### src/rtl/silence_detect.sv
// Stereo silence detector with sample-count hysteresis.
// Flags SILENT after a run of quiet samples, clears after a run of loud ones.
module silence_detect #(
  parameter logic [31:0] THRESH        = 32'd256,
  parameter int          QUIET_SAMPLES = 4800,
  parameter int          LOUD_SAMPLES  = 48,
  parameter int          CNT_W         = 16
) (
  input  logic        clk,
  input  logic        reset,
  input  logic        enable,
  input  logic        sample_valid,
  input  logic [31:0] in_L,
  input  logic [31:0] in_R,
  output logic        silent,
  output logic        silence_start,
  output logic        silence_end
);

  typedef enum logic [1:0] {
    SOUND,
    QUIET_PEND,
    SILENT,
    LOUD_PEND
  } state_t;

  localparam logic [CNT_W-1:0] Q_LAST  = CNT_W'(QUIET_SAMPLES - 1);
  localparam logic [CNT_W-1:0] L_LAST  = CNT_W'(LOUD_SAMPLES - 1);
  localparam logic [CNT_W-1:0] CNT_MAX = '1;
  localparam logic [CNT_W-1:0] CNT_ONE = CNT_W'(1);

  state_t           state_q, state_d;
  logic [CNT_W-1:0] cnt_q, cnt_d;
  logic             silent_q, silent_d;
  logic             start_q, start_d;
  logic             end_q, end_d;
  logic             quiet;
  logic [CNT_W-1:0] cnt_inc;

  // Most negative input has no positive twin; clamp it to the max.
  function automatic logic [31:0] mag(input logic [31:0] x);
    if (!x[31])
      return x;
    else if (x == 32'h8000_0000)
      return 32'h7FFF_FFFF;
    else
      return (~x) + 32'd1;
  endfunction

  assign quiet   = (mag(in_L) <= THRESH) && (mag(in_R) <= THRESH);
  assign cnt_inc = (cnt_q == CNT_MAX) ? cnt_q : cnt_q + CNT_ONE;

  always_comb begin
    state_d = state_q;
    cnt_d   = cnt_q;
    start_d = 1'b0;
    end_d   = 1'b0;
    if (!enable) begin
      state_d = SOUND;
      cnt_d   = '0;
      end_d   = (state_q == SILENT) || (state_q == LOUD_PEND);
    end else if (sample_valid) begin
      unique case (state_q)
        SOUND: begin
          if (quiet) begin
            if (QUIET_SAMPLES == 1) begin
              state_d = SILENT;
              cnt_d   = '0;
              start_d = 1'b1;
            end else begin
              state_d = QUIET_PEND;
              cnt_d   = CNT_ONE;
            end
          end
        end
        QUIET_PEND: begin
          if (!quiet) begin
            state_d = SOUND;
            cnt_d   = '0;
          end else if (cnt_q == Q_LAST) begin
            state_d = SILENT;
            cnt_d   = '0;
            start_d = 1'b1;
          end else begin
            cnt_d = cnt_inc;
          end
        end
        SILENT: begin
          if (!quiet) begin
            if (LOUD_SAMPLES == 1) begin
              state_d = SOUND;
              cnt_d   = '0;
              end_d   = 1'b1;
            end else begin
              state_d = LOUD_PEND;
              cnt_d   = CNT_ONE;
            end
          end
        end
        LOUD_PEND: begin
          if (quiet) begin
            state_d = SILENT;
            cnt_d   = '0;
          end else if (cnt_q == L_LAST) begin
            state_d = SOUND;
            cnt_d   = '0;
            end_d   = 1'b1;
          end else begin
            cnt_d = cnt_inc;
          end
        end
        default: begin
          state_d = SOUND;
          cnt_d   = '0;
        end
      endcase
    end
    silent_d = (state_d == SILENT) || (state_d == LOUD_PEND);
  end

  always_ff @(posedge clk or posedge reset) begin
    if (reset) begin
      state_q  <= SOUND;
      cnt_q    <= '0;
      silent_q <= 1'b0;
      start_q  <= 1'b0;
      end_q    <= 1'b0;
    end else begin
      state_q  <= state_d;
      cnt_q    <= cnt_d;
      silent_q <= silent_d;
      start_q  <= start_d;
      end_q    <= end_d;
    end
  end

  assign silent        = silent_q;
  assign silence_start = start_q;
  assign silence_end   = end_q;

endmodule

### config.mk
export PLATFORM = sky130hd
export DESIGN_NAME = silence_detect
export DESIGN_NICKNAME = d
export VERILOG_FILES = /design/src/rtl/silence_detect.sv
export SDC_FILE = /design/constraint.sdc
export NUM_CORES = 1
export LEC_CHECK = 0
export CAP_MARGIN = 20
export CORE_AREA = 2 2 108 110
export DETAILED_ROUTE_END_ITERATION = 12
export DIE_AREA = 0 0 110 112
export SLEW_MARGIN = 10
export SYNTH_ARGS = -nofsm -noshare
export SYNTH_HDL_FRONTEND = slang
export SYNTH_SLANG_ARGS = --single-unit
### constraint.sdc
create_clock -name clk -period 6.85 [get_ports clk]
set_input_delay 0.685 -clock clk [delete_from_list [all_inputs] [get_ports clk]]
set_output_delay 0.685 -clock clk [all_outputs]
set_load 0.02 [all_outputs]
# --- Word-level counts from Yosys, hierarchy flattened ---
# Index checks and enable logic that the tools add are counted.
word_totals:
  reg_bits: 21
  input_bits: 68
  output_inout_bits: 3
  elab_cells: 63
classes:
  add_sub_neg: 3
  mux: 33
  magnitude_cmp: 2
  reduce_logical: 5
  n_bitwise: 2
  eq_ne: 13
op_table:
  columns: ["cell", "n"]
  rows:
  - ["16-bit 2-to-1 mux", 9]
  - ["32-bit 2-to-1 mux", 4]
  - ["32-bit by 1-bit adder with 32-bit output (second input constant)", 2]
  - ["32-bit == test (second input constant)", 2]
  - ["32-bit by 9-bit less-or-equal comparator with 1-bit output (second input constant)", 2]
  - ["32-bit inverter", 2]
  - ["16-bit one-hot mux with 4 select lines", 1]
  - ["16-bit by 1-bit adder with 16-bit output (second input constant)", 1]
  - ["16-bit by 13-bit == test with 1-bit output (second input constant)", 1]
  - ["16-bit == test (second input constant)", 1]
  - ["16-bit by 6-bit == test with 1-bit output (second input constant)", 1]
  - ["2-bit 2-to-1 mux", 8]
  - ["1-bit 2-to-1 mux", 10]
  - ["2-bit == test (second input constant)", 4]
  - ["2-bit one-hot mux with 4 select lines", 1]
  - ["3-bit inequality test (second input constant)", 2]
  - ["3-bit AND reduction", 1]
  - ["2-bit by 1-bit == test with 1-bit output (second input constant)", 1]
  - ["2-bit zero test", 1]
  - ["1-bit logical OR", 2]
  - ["2-bit by 1-bit inequality test with 1-bit output (second input constant)", 1]
  - ["1-bit logical AND", 1]

# --- Longest topological paths before layout ---
logic_depth:
  depth_word: 12
  mapped_depth: 16
  ltp_nobuf: 12

# --- Least setup slack after synthesis ---
# Ideal clock, no wire load.
synth_timing:
  kind: "in2reg"
  start: "input in_R[0]"
  end: "register cnt_q[4]"
  stages: 15
  required_time_ns: 6.760
  arrival_time_ns: 3.890
  setup_slack_ns: 2.870
  path_buffers: 3
  path_cell_list: "inv_1 > ha_1 > nor3b_1 > and3_1 > clkbuf_1 > clkbuf_1 > nand3_1 > mux2i_1 > a2111o_1 > nor4_4 > and4_1 > buf_4 > mux2i_2 > nor2_4 > o221ai_1"
synth_between:
  elab_chain_cells: 10
  elab_cells_between_ends: 15
  classes_between: "add/sub (1); order compare (1); eq/ne (3); mux (7); bitwise (1); reduce/logical (2)"
synth_lines:
  columns: ["item", "line", "source"]
  rows:
  - ["from (decl)", "14", "input logic [31:0] in_R,"]
  - ["32-bit inverter", "47", "return (~x) + 32'd1;"]
  - ["32-bit by 1-bit adder with 32-bit output", "47", null]
  - ["32-bit 2-to-1 mux", "44", "else if (x == 32'h8000_0000)"]
  - ["32-bit 2-to-1 mux *", "42", "if (!x[31])"]
  - ["32-bit by 9-bit less-or-equal comparator with 1-bit output *", "50", "assign quiet = (mag(in_L) <= THRESH) && (mag(in_R) <= THRESH);"]
  - ["1-bit logical AND *", "50", null]
  - ["16-bit 2-to-1 mux, on equally long branches", "101, 77", null]
  - ["16-bit one-hot mux with 4 select lines", "63", "unique case (state_q)"]
  - ["16-bit 2-to-1 mux", "62", "end else if (sample_valid) begin"]
  - ["16-bit 2-to-1 mux", "58", "if (!enable) begin"]
  - ["to (signal assigned)", "130", "cnt_q <= cnt_d;"]
  - ["to (decl)", "33", "logic [CNT_W-1:0] cnt_q, cnt_d;"]
# Every way passes the cells marked *; elsewhere a longest branch is shown, timed or not. The select of a mux whose other input is x is not followed.
# A chain may end at the register's enable or synchronous reset.

# --- Final worst setup path ---
layout_timing:
  start: "input in_L[31]"
  end: "register cnt_q[4]"
layout_between:
  elab_chain_cells: 10
  elab_cells_between_ends: 15
  classes_between: "add/sub (1); order compare (1); eq/ne (3); mux (7); bitwise (1); reduce/logical (2)"
layout_lines:
  columns: ["item", "line", "source"]
  rows:
  - ["from (decl)", "13", "input logic [31:0] in_L,"]
  - ["32-bit inverter", "47", null]
  - ["32-bit by 1-bit adder with 32-bit output", "47", null]
  - ["32-bit 2-to-1 mux", "44", null]
  - ["32-bit 2-to-1 mux *", "42", null]
  - ["32-bit by 9-bit less-or-equal comparator with 1-bit output *", "50", null]
  - ["1-bit logical AND *", "50", null]
  - ["16-bit 2-to-1 mux, on equally long branches", "101, 77", null]
  - ["16-bit one-hot mux with 4 select lines", "63", null]
  - ["16-bit 2-to-1 mux", "62", null]
  - ["16-bit 2-to-1 mux", "58", null]
# Marked as above.

==> metrics.yaml <==
status:
  status: "completed"
grt:
  grt_overflow: 0
  grt_max_degree: 23
  grt_pass1_wl_um: 21000
  grt_pass1_vias: 4238
  grt_use_total: 0.209
  antenna_found_initial: 0
final_layout:
  layout-drive-gt1-share: 0.0619
  fill_cells: 1146
  syn2layout_area_growth_pct: 24.3
  nets: 605
  n_antenna_cell: 0
  fin_util: 0.387
  multi_input_comb_area_mm2: 0.00271
  seq_area_um2: 526
power_and_ir_drop:
  p_leak_nw: 1.40
  power_frac_clock: 0.315
  p_sw_frac: 0.326
  pwr-share-seq: 0.323
  p_comb_frac: 0.363
  ir_drop_mv: 0.0653
  power_density_mw_per_mm2: 92.5
  design_power_total_w: 0.000400
  internal_power_w: 0.000270
  p_sw_w: 0.000130
timing:
  tns_ns: 0
  min_period_ns: 5.01
  worst_slew_pin_slew_ns: 1.03
  rsz0062_at_grt: "false"
  fin_skew_ns: 0.00303
  finalHoldViolCount: 0
  finalMaxSlewViolations: 0
  max_freq_ghz: 0.200
  relSlewSlack: 0.314
  period_share: 0.731
  finalSetupViolations: 0
synth:
  async_reset_ff_frac: 1.00
  synth_top_area_frac: 0.151
  ys.flop_type: "dfrtp_1"
  yosysUniqueCellTypes: 77
  synth_common_cells: "nand2_1 (36), inv_1 (34), nor2_1 (31)"
  synth.most_common_cell: "nand2_1"
  synth.avg_cell_area_um2: 7.27
  synthTopCellsByArea: "dfrtp_1 (15%), nor3_1 (4.0%), nand4_1 (4.0%), nand2_1 (3.9%), inv_1 (3.7%)"
  syn_area_mm2: 0.00348
  synth_edf_count: 0
  yosysTopAreaCell: "dfrtp_1"
  syn-num-nets: 550
  synth-seq-cells: 21
  synthCells: 479
  ys_warn_count: 0
  synth-seq-area-share: 0.151
drt:
  drc: 0
  drtIter0Drc: 410
  antenna_left: 0
  drt-wirelength-per-cell_um: 18.8
  wl_um: 12700
  via_per_inst: 6.34
  vias: 4287
  firstDrtPassIters: 7
die:
  initial_core_util: 0.311
  die_x_um: 110
  design.portCount: 71
  dieArea_mm2: 0.0123
  fp-row-count: 39
  fp.dieH_um: 112
  core_mm2: 0.0112
clocking:
  cts_buffer_depth: 2
  post-cts-setup-buffers: 0
  path_clk_slew_ns: 0.06
  cts_root_buf: "clkbuf_16"
  htreeDepth: 1
  cts_tree: "yes"
  cts_buffers: 3
  clock_sinks: 21
  cts_resized: 0
  clkLatencyLatePin_ns: 0.25
  postCtsHoldBufs: 0
setup_path:
  worst-setup-path-type: "primary input to flip-flop"
  worstSetupStartpointType: "primary input"
  r2r_slack_ns: 4.02
  r2r-start: "cnt_q[0]$_DFFE_PP0P_"
  end_kind: "flip-flop"
  r2r_end: "cnt_q[12]$_DFFE_PP0P_"
  crit_fanout: 22
  required_ns: 7.02
  arrival_ns: 5.18
  reg2regPathDepth: 9
job:
  drv_cap: 0
worst_hold_path:
  min_to: "cnt_q[15]$_DFFE_PP0P_"
  hp-class: "flip-flop to flip-flop"
  hp-start: "cnt_q[15]$_DFFE_PP0P_"
  holdPathStages: 2
place:
  routabilityCongestion: 0.990
  dp_hpwl_um: 9930
  port-buffer-count: 70
[worst max-delay path by stage]
stage / slack [ns] / cells after the start / end / from
finish: 1.84 / 11 / cnt_q[4]$_DFFE_PP0P_ / in_L[31]
floorplan: 2.87 / 15 / cnt_q[4]$_DFFE_PP0P_ / in_R[0]
global route: 1.53 / 11 / cnt_q[14]$_DFFE_PP0P_ / in_L[31]
CTS: 1.86 / 11 / cnt_q[4]$_DFFE_PP0P_ / in_L[31]
detailed placement: 1.58 / 11 / cnt_q[9]$_DFFE_PP0P_ / in_L[31]
global placement: 1.70 / 11 / cnt_q[4]$_DFFE_PP0P_ / in_L[31]
[registers in the layout (all words and copies together) (netlist names)]
signal,flops
silence_start,1
state_q,2
silence_end,1
silent,1
cnt_q,16
[cells by family (layout without fill, tap and decap cells)]
| logic type | Yosys count | after routing | synth area share |
|---|---|---|---|
| xor+xnor | 5 | 5 | 0.0126 |
| buf+inv | 55 | 109 | 0.0708 |
| fa+ha+maj | 3 | 3 | 0.0108 |
| flops | 21 | 21 | 0.151 |
| simple gates | 245 | 245 | 0.435 |
| compound gates | 143 | 143 | 0.298 |
| mux | 7 | 7 | 0.0219 |
[power groups by stage]
stage,logic [W],clock network (W),registers [W]
after floorplan,0.0000651,0,0.000131
final,0.000145,0.000126,0.000129
after global placement,0.000141,0,0.000131
after detailed placement,0.000143,0,0.000131
after CTS,0.000144,0.000128,0.000129
after global routing,0.000158,0.000136,0.000129
[cell usage in the layout, fill, tap and decap left out, types with 18 or more instances in the layout]
master           count
inv_1               34
nand3_1             25
nand4_1             22
nand2_1             36
a21oi_1             19
nor3_1              28
dfrtp_1             21
o21ai_0             18
nor2_1              31
clkdlybuf4s50_1     70
[stage by stage]
step	instances	instance area [µm²]	hold slack (ns)	setup slack (ns)
finish	676	4330	0.597	1.84
global route	676	4330	0.631	1.53
CTS	676	4330	0.590	1.86
detailed placement	672	4250	0.581	1.58
global placement	672	4250	0.578	1.70
floorplan	479	3480	0.539	2.87
[critical path, stage by stage]
cell,delay [ns]
clkdlybuf4s50_1,0.82
inv_1,0.54
a311oi_1,0.10
nor4b_1,0.28
or4b_1,0.45
or4_4,0.51
nor4_4,0.30
and4_1,0.48
mux2i_2,0.66
nor2_4,0.12
o221ai_1,0.22
[per-layer routing]
metal  GRT usage  routed length [µm]  part of all wire  vias to the layer above
met4      0.0565                 351             0.028                        0
met5           0                   0                 0                        -
li1            -                   -                 -                     2028
met3      0.0381                1050             0.083                       42
met1       0.264                5140              0.41                     2004
met2       0.360                6130              0.48                      213
[cell type report]
class / count / area share
multi-input combinational: 403 / 0.626
timing repair buffer: 71 / 0.164
sequential: 21 / 0.121
tap: 143 / 0.0413
inverter: 34 / 0.0295
clock buffer: 4 / 0.0182
Note: power is estimated with default switching activity, not from simulation.
